--- config.mk ---
export PLATFORM = sky130hd
export DESIGN_NAME = seq_divider
export DESIGN_NICKNAME = d
export VERILOG_FILES = /design/src/rtl/seq_div_pkg.sv /design/src/rtl/seq_divider_div_step.sv /design/src/rtl/seq_divider.sv
export SDC_FILE = /design/constraint.sdc
export NUM_CORES = 1
export LEC_CHECK = 0
export ABC_AREA = 0
export BUFFER_PORTS_ARGS = -buffer_cell sky130_fd_sc_hd__buf_2
export CAP_MARGIN = 20
export CORE_ASPECT_RATIO = 1.5
export CORE_MARGIN = 2
export CORE_UTILIZATION = 30
export DETAILED_ROUTE_END_ITERATION = 16
export PLACE_DENSITY = 0.52
export REMOVE_ABC_BUFFERS = 1
export SLEW_MARGIN = 20
export SYNTH_ARGS = -nofsm -noshare
export SYNTH_HDL_FRONTEND = slang
export SYNTH_SLANG_ARGS = --single-unit
export TNS_END_PERCENT = 10
--- constraint.sdc ---
create_clock -name clk -period 3.33 [get_ports clk]
set_clock_uncertainty 0.2 [all_clocks]
set_input_delay 0.1665 -clock clk [delete_from_list [all_inputs] [get_ports clk]]
set_output_delay 0.1665 -clock clk [all_outputs]
set_load 0.01 [all_outputs]
--- src/rtl/seq_div_pkg.sv ---
// Shared types and helpers for the sequential divider.
//   div_state_e : FSM state encoding
//   cnt_width() : width of the iteration counter for a given operand width
package seq_div_pkg;

   typedef enum logic [1:0] {
      IDLE = 2'd0,
      CALC = 2'd1,
      DONE = 2'd2
   } div_state_e;

   function automatic int cnt_width(input int width);
      return $clog2(width) + 1;
   endfunction

endpackage

--- src/rtl/seq_divider_div_step.sv ---
// One radix-2 restoring division step (purely combinational).
//   p_in   : partial remainder from the previous step (always < d)
//   q_msb  : quotient/dividend register MSB shifted into the remainder
//   d      : divisor
//   p_out  : next partial remainder
//   q_bit  : quotient bit produced by this step
module div_step #(
   parameter int WIDTH = 8
) (
   input  logic [WIDTH-1:0] p_in,
   input  logic             q_msb,
   input  logic [WIDTH-1:0] d,
   output logic [WIDTH-1:0] p_out,
   output logic             q_bit
);

   // The shifted remainder needs one extra bit; after the conditional
   // subtract it is below d again, so WIDTH bits are enough to store it.
   logic [WIDTH:0] p_shift;

   always_comb begin
      p_shift = {p_in, q_msb};
      q_bit   = (p_shift >= {1'b0, d});
      if (q_bit) begin
         p_out = WIDTH'(p_shift - {1'b0, d});
      end else begin
         p_out = p_shift[WIDTH-1:0];
      end
   end

endmodule

--- src/rtl/seq_divider.sv ---
// Iterative radix-2 restoring unsigned divider, one quotient bit per cycle.
//   clk, rst_n            : clock, async active-low reset
//   in_valid / in_ready   : operand handshake (ready only while idle)
//   dividend, divisor     : unsigned operands, sampled on the input handshake
//   out_valid / out_ready : result handshake; result held until accepted
//   quotient, remainder   : dividend / divisor, dividend % divisor
//   div_by_zero           : divisor was zero (quotient all ones, remainder = dividend)
//
// state | meaning
// IDLE  | waiting for operands, in_ready high
// CALC  | WIDTH shift/subtract iterations in progress
// DONE  | result presented, waiting for out_ready
module seq_divider
   import seq_div_pkg::*;
#(
   parameter int WIDTH = 8
) (
   input  logic             clk,
   input  logic             rst_n,
   input  logic             in_valid,
   output logic             in_ready,
   input  logic [WIDTH-1:0] dividend,
   input  logic [WIDTH-1:0] divisor,
   output logic             out_valid,
   input  logic             out_ready,
   output logic [WIDTH-1:0] quotient,
   output logic [WIDTH-1:0] remainder,
   output logic             div_by_zero
);

   localparam int CW = cnt_width(WIDTH);
   localparam logic [CW-1:0] LAST = CW'(WIDTH - 1);

   div_state_e       state_q, state_d;
   logic [CW-1:0]    cnt_q, cnt_d;
   logic [WIDTH-1:0] p_q, p_d;
   logic [WIDTH-1:0] q_q, q_d;
   logic [WIDTH-1:0] d_q, d_d;
   logic             dbz_q, dbz_d;

   logic [WIDTH-1:0] step_p;
   logic             step_q;
   logic             accept;

   assign accept = in_valid && (state_q == IDLE);

   div_step #(.WIDTH(WIDTH)) u_step (
      .p_in  (p_q),
      .q_msb (q_q[WIDTH-1]),
      .d     (d_q),
      .p_out (step_p),
      .q_bit (step_q)
   );

   always_ff @(posedge clk or negedge rst_n) begin
      if (!rst_n) begin
         state_q <= IDLE;
         cnt_q   <= '0;
         p_q     <= '0;
         q_q     <= '0;
         d_q     <= '0;
         dbz_q   <= 1'b0;
      end else begin
         state_q <= state_d;
         cnt_q   <= cnt_d;
         p_q     <= p_d;
         q_q     <= q_d;
         d_q     <= d_d;
         dbz_q   <= dbz_d;
      end
   end

   always_comb begin
      state_d = state_q;
      case (state_q)
         IDLE:    if (accept) state_d = (divisor == '0) ? DONE : CALC;
         CALC:    if (cnt_q == LAST) state_d = DONE;
         DONE:    if (out_ready) state_d = IDLE;
         default: state_d = IDLE;
      endcase
   end

   // Quotient bits shift into the dividend register from the bottom while
   // dividend bits leave from the top into the partial remainder.
   always_comb begin
      cnt_d = cnt_q;
      p_d   = p_q;
      q_d   = q_q;
      d_d   = d_q;
      dbz_d = dbz_q;
      if (accept) begin
         cnt_d = '0;
         d_d   = divisor;
         if (divisor == '0) begin
            q_d   = '1;
            p_d   = dividend;
            dbz_d = 1'b1;
         end else begin
            q_d   = dividend;
            p_d   = '0;
            dbz_d = 1'b0;
         end
      end else if (state_q == CALC) begin
         cnt_d = cnt_q + 1'b1;
         p_d   = step_p;
         q_d   = {q_q[WIDTH-2:0], step_q};
      end
   end

   always_comb begin
      in_ready    = (state_q == IDLE);
      out_valid   = (state_q == DONE);
      quotient    = q_q;
      remainder   = p_q;
      div_by_zero = dbz_q;
   end

endmodule

# After elaboration in Yosys (flattened, before gate mapping)
# Cells that the tools add are included.
totals:
  input_bits: 20
  elab_cells: 35
  register_bits: 31
  out_inout_bits: 19
classes:
  n_addsub: 2
  reduce_logical: 5
  n_lt_le_gt_ge: 1
  eq_ne: 6
  n_mux: 15
op_table:
  columns: ["op", "count"]
  rows:
  - ["8-bit two-way mux", 7]
  - ["9-bit by 8-bit greater-or-equal comparator with 1-bit output", 1]
  - ["8-bit logical NOT", 1]
  - ["2-bit two-way mux", 4]
  - ["4-bit two-way mux", 2]
  - ["8-bit subtractor", 1]
  - ["2-bit one-hot mux with 3 select lines", 1]
  - ["4-bit by 1-bit adder with 4-bit output, second input constant", 1]
  - ["4-bit by 3-bit equality test with 1-bit output, second input constant", 1]
  - ["2-bit by 1-bit != test with 1-bit output, second input constant", 2]
  - ["3-bit AND reduction", 1]
  - ["2-bit by 1-bit equality test with 1-bit output, second input constant", 1]
  - ["2-bit equality test, second input constant", 1]
  - ["2-bit logical NOT", 1]
  - ["2-bit != test, second input constant", 1]
  - ["2-bit nonzero test", 1]
  - ["1-bit logical AND", 1]
  - ["1-bit two-way mux", 1]

# Longest topological paths before layout
depth:
  ltp_word: 4
  ltp_mapped: 9
  depth_no_buf: 9

# Hierarchy
# A second synthesis with hierarchy kept.
unflattened:
  cells_unflattened: 173
  area_unflattened_um2: 1893.1
modules_own_cells:
  columns: ["module", "area_per_inst_um2", "seq_area_each_um2", "cells_each", "instances"]
  rows:
  - ["seq_divider", 1365.1, 775.7, 104, 1]
  - ["div_step", 528.0, 0.0, 69, 1]

# Least setup slack after synthesis
# OpenSTA, ideal clock, no wires.
synth_path:
  path_kind: "register to register"
  startpoint: "register p_q[1], in the netlist remainder[1]"
  endpoint: "register p_q[0], in the netlist remainder[0]"
  path_stages_with_launch: 8
  arrival_time_ns: 2.038
  path_slack_ns: 1.016
  cell_sequence: "dfrtp_1 -> ha_1 -> or2_2 -> o311a_2 -> nor2_2 -> o31ai_4 -> mux2_4 -> o21ai_1"
synth_via:
  elab_chain_cells: 4
synth_lines:
  columns: ["element", "line", "rtl"]
  rows:
  - ["from (decl)", "seq_divider.sv:36", "logic [WIDTH-1:0] p_q, p_d;"]
  - ["from (signal assigned)", "seq_divider.sv:66", "p_q <= p_d;"]
  - ["9-bit by 8-bit greater-or-equal comparator with 1-bit output", "seq_divider_div_step.sv:23", "q_bit = (p_shift >= {1'b0, d});"]
  - ["8-bit two-way mux", "seq_divider_div_step.sv:24", "if (q_bit) begin"]
  - ["8-bit two-way mux", "seq_divider.sv:103", "end else if (state_q == CALC) begin"]
  - ["8-bit two-way mux", "seq_divider.sv:91", "if (accept) begin"]
# No other way between the ends. The select of a mux whose other input is x is not followed.
# A chain may end at the register's enable or synchronous reset.

# Worst setup path after layout
layout_path:
  startpoint: "register p_q[0], in the netlist remainder[0]"
  endpoint: "register p_q[1], in the netlist remainder[1]"
layout_via:
  elab_chain_cells: 4
  word_cells_on_any_way: 5
  cone_classes: "add/sub (1); order compare (1); mux (3)"
layout_lines:
  columns: ["element", "line"]
  rows:
  - ["8-bit subtractor or 9-bit by 8-bit greater-or-equal comparator with 1-bit output (tied branches)", "seq_divider_div_step.sv:25, seq_divider_div_step.sv:23"]
  - ["8-bit two-way mux *", "seq_divider_div_step.sv:24"]
  - ["8-bit two-way mux *", "seq_divider.sv:103"]
  - ["8-bit two-way mux *", "seq_divider.sv:91"]
# Mark *: on every way between the ends. The rest lies on a longest branch, timed or not. The select of a mux whose other input is x is not followed.

==> qor.yml <==
power_and_ir_drop:
  p_per_area_mw_per_mm2: 1100
  p_leak_nw: 1.06
  peakVddDrop_mv: 0.385
place:
  hpwl_mm: 3.67
  gp_congestion: 0.757
  port_buffers: 38
critical_path:
  startpoint_type: "flip-flop"
  cp.required_ns: 3.33
  cp_max_fo: 10
  critPathCaptureType: "flip-flop"
  critPathKind: "reg2reg"
  arrival_ns: 2.49
synthesis:
  syn_area_per_cell_um2: 9.26
  synth_seq_area_share: 0.425
  synth_warnings: 0
  synth_cells: 197
  synthDistinctLibCells: 38
  ys_dominant_reg_cell: "dfrtp_1"
  ys_async_sr_fraction: 1.00
  netlist_top_cells_area: "dfrtp_1, ha_1, o21ai_0, nand2_1, nor2_1"
  synth_top_area_share: 0.425
  netlist_area_mm2: 0.00182
  synth_edf_count: 0
  synth_top_cell_by_area: "dfrtp_1"
  synth.ff_latch_count: 31
floorplanning:
  die_y_um: 99.5
  die_x_um: 67.7
  dieArea_mm2: 0.00673
  start_util: 0.313
  ios: 39
  rows: 34
  core_area_mm2: 0.00583
clock_network:
  cts_buffer_depth: 2
  cts_tree: "done"
  cts_resized: 0
  cts.sinks: 31
  cts.htree.levels: 2
  root_buffer: "clkbuf_8"
  clk_pin_slew_ns: 0.06
  insertion_delay_ns: 0.28
  cts_made_buffers: 5
detailed_routing:
  firstDrtPassIters: 4
  wl_per_cell_um: 15.1
  via_per_inst: 5.01
  drtIter0Drc: 47
  via_count: 1618
  drc: 0
  postRouteAntennaNets: 0
  wirelength_mm: 4.86
finish:
  seq_area_um2: 776
  fill_cells: 582
  fin_util: 0.395
  mostFrequentLayoutCells: "buf_2, dfrtp_1, nand2_1, nor2_1, o21ai_0"
  multiInputGateArea_um2: 971
  drive_above_1_share: 0.231
  area_growth_pct: 26.1
  final_common_cell: "buf_2"
  insertedDiodeCount: 0
  nNetsFinal: 282
run:
  cap_violations: 0
sta:
  rsz0062_at_grt: "false"
  max_freq_mhz: 402
  slew_viol_final: 0
  post-route-min-period_ns: 2.49
  fin_crit_sh: 0.748
  finalSetupTns_ns: 0
  worstMarginPinSlew_ns: 0.729
  setup-violations-final: 0
  relSlewSlack: 0.514
  hold_viol_final: 0
global_route:
  grt_pass1_vias: 1613
  grt_overflow: 0
  grt_max_degree: 32
  grt_usage: 0.160
  antenna_found_initial: 0
  grt_pass1_wl_mm: 8.19
outcome:
  status: "finished clean"
worst_hold_path:
  worstHoldPathType: "in2reg"
## cell families after synthesis
family,count (synthesis),synth area share
simple gates,69,0.195
compound gates,61,0.206
fa+ha+maj,10,0.0727
buf+inv,16,0.0425
xor+xnor,4,0.0192
mux,6,0.0384
flops,31,0.425
## Yosys cell counts (3+ instances only)
library cell  instances
nand2_1              22
xnor2_1               3
o21ai_0              17
clkbuf_1              4
inv_1                 9
nand4_1               3
o21ai_1               7
a21oi_1              12
ha_1                  9
nor2b_1               5
dfrtp_1              31
nor2_1               20
a22oi_1               9
or2_2                 4
o22ai_1               9
mux2i_1               4
## flip-flops by register name, indices dropped and copies added, names as in the netlist
| signal | flops |
|---|---|
| cnt_q | 4 |
| d_q | 8 |
| div_by_zero | 1 |
| quotient | 8 |
| remainder | 8 |
| state_q | 2 |
## final timing paths
path / endpoint / depth (start not counted) / from / slack, ns
worst max-delay path: remainder[1] / 7 / remainder[0] / 0.84
worst min-delay path: quotient[6] / 3 / dividend[6] / 0.02
worst max register to register: remainder[1] / 7 / remainder[0] / 0.84
worst min register to register: div_by_zero / 2 / div_by_zero / 0.28
max in group asynchronous: cnt_q[3] / 2 / rst_n / 2.16
min in group asynchronous: div_by_zero / 2 / rst_n / 0.30
## final cells by class
| cell class | count | share of cell area |
|---|---|---|
| repair buffers | 55 | 0.156 |
| clock buffers | 6 | 0.0315 |
| well taps | 72 | 0.0392 |
| flip-flops and latches | 31 | 0.337 |
| multi-input cells | 150 | 0.422 |
| inverters | 9 | 0.0147 |
## worst max-delay path: stages (launching register included)
cell and delay, ns:
dfrtp_1 0.41, ha_1 0.32, nor2b_1 0.16, o311a_2 0.22
nor2_2 0.06, o31ai_4 0.57, mux2_4 0.35, o21ai_1 0.11
## power breakdown
part | internal, mW | total, mW | switching [mW]
logic | 0.715 | 1.56 | 0.841
registers | 0.561 | 0.710 | 0.149
clock network | 0.139 | 0.267 | 0.128
## metrics by stage
step / instance area [um^2] / cells / total power [mW] / hold slack [ns] / setup WS [ns]
2_1_floorplan: 1780 / 190 / 1.85 / -0.329 / 1.01
6_report: 2300 / 323 / 2.53 / 0.0214 / 0.841
4_1_cts: 2300 / 323 / 2.56 / 0.0129 / 0.828
3_5_place_dp: 2070 / 301 / 2.27 / 0.0695 / 0.843
5_1_grt: 2300 / 323 / 2.79 / 0.0340 / 0.675
3_3_place_gp: 2070 / 301 / 2.27 / 0.0677 / 0.896
## routing by layer
layer	up-vias	GRT usage	routed length (um)
li1	806	-	-
met4	0	0.0518	42
met5	-	0	0
met2	33	0.273	2630
met1	775	0.204	2020
met3	4	0.0226	161
## timing repair
action | in CTS | in global routing
buffers inserted | 0 | 0
hold endpoints to repair | 47 | 0
hold buffers | 16 | 0
setup endpoints to repair | 0 | 0
No activity file was read; power rests on OpenSTA's default activity.
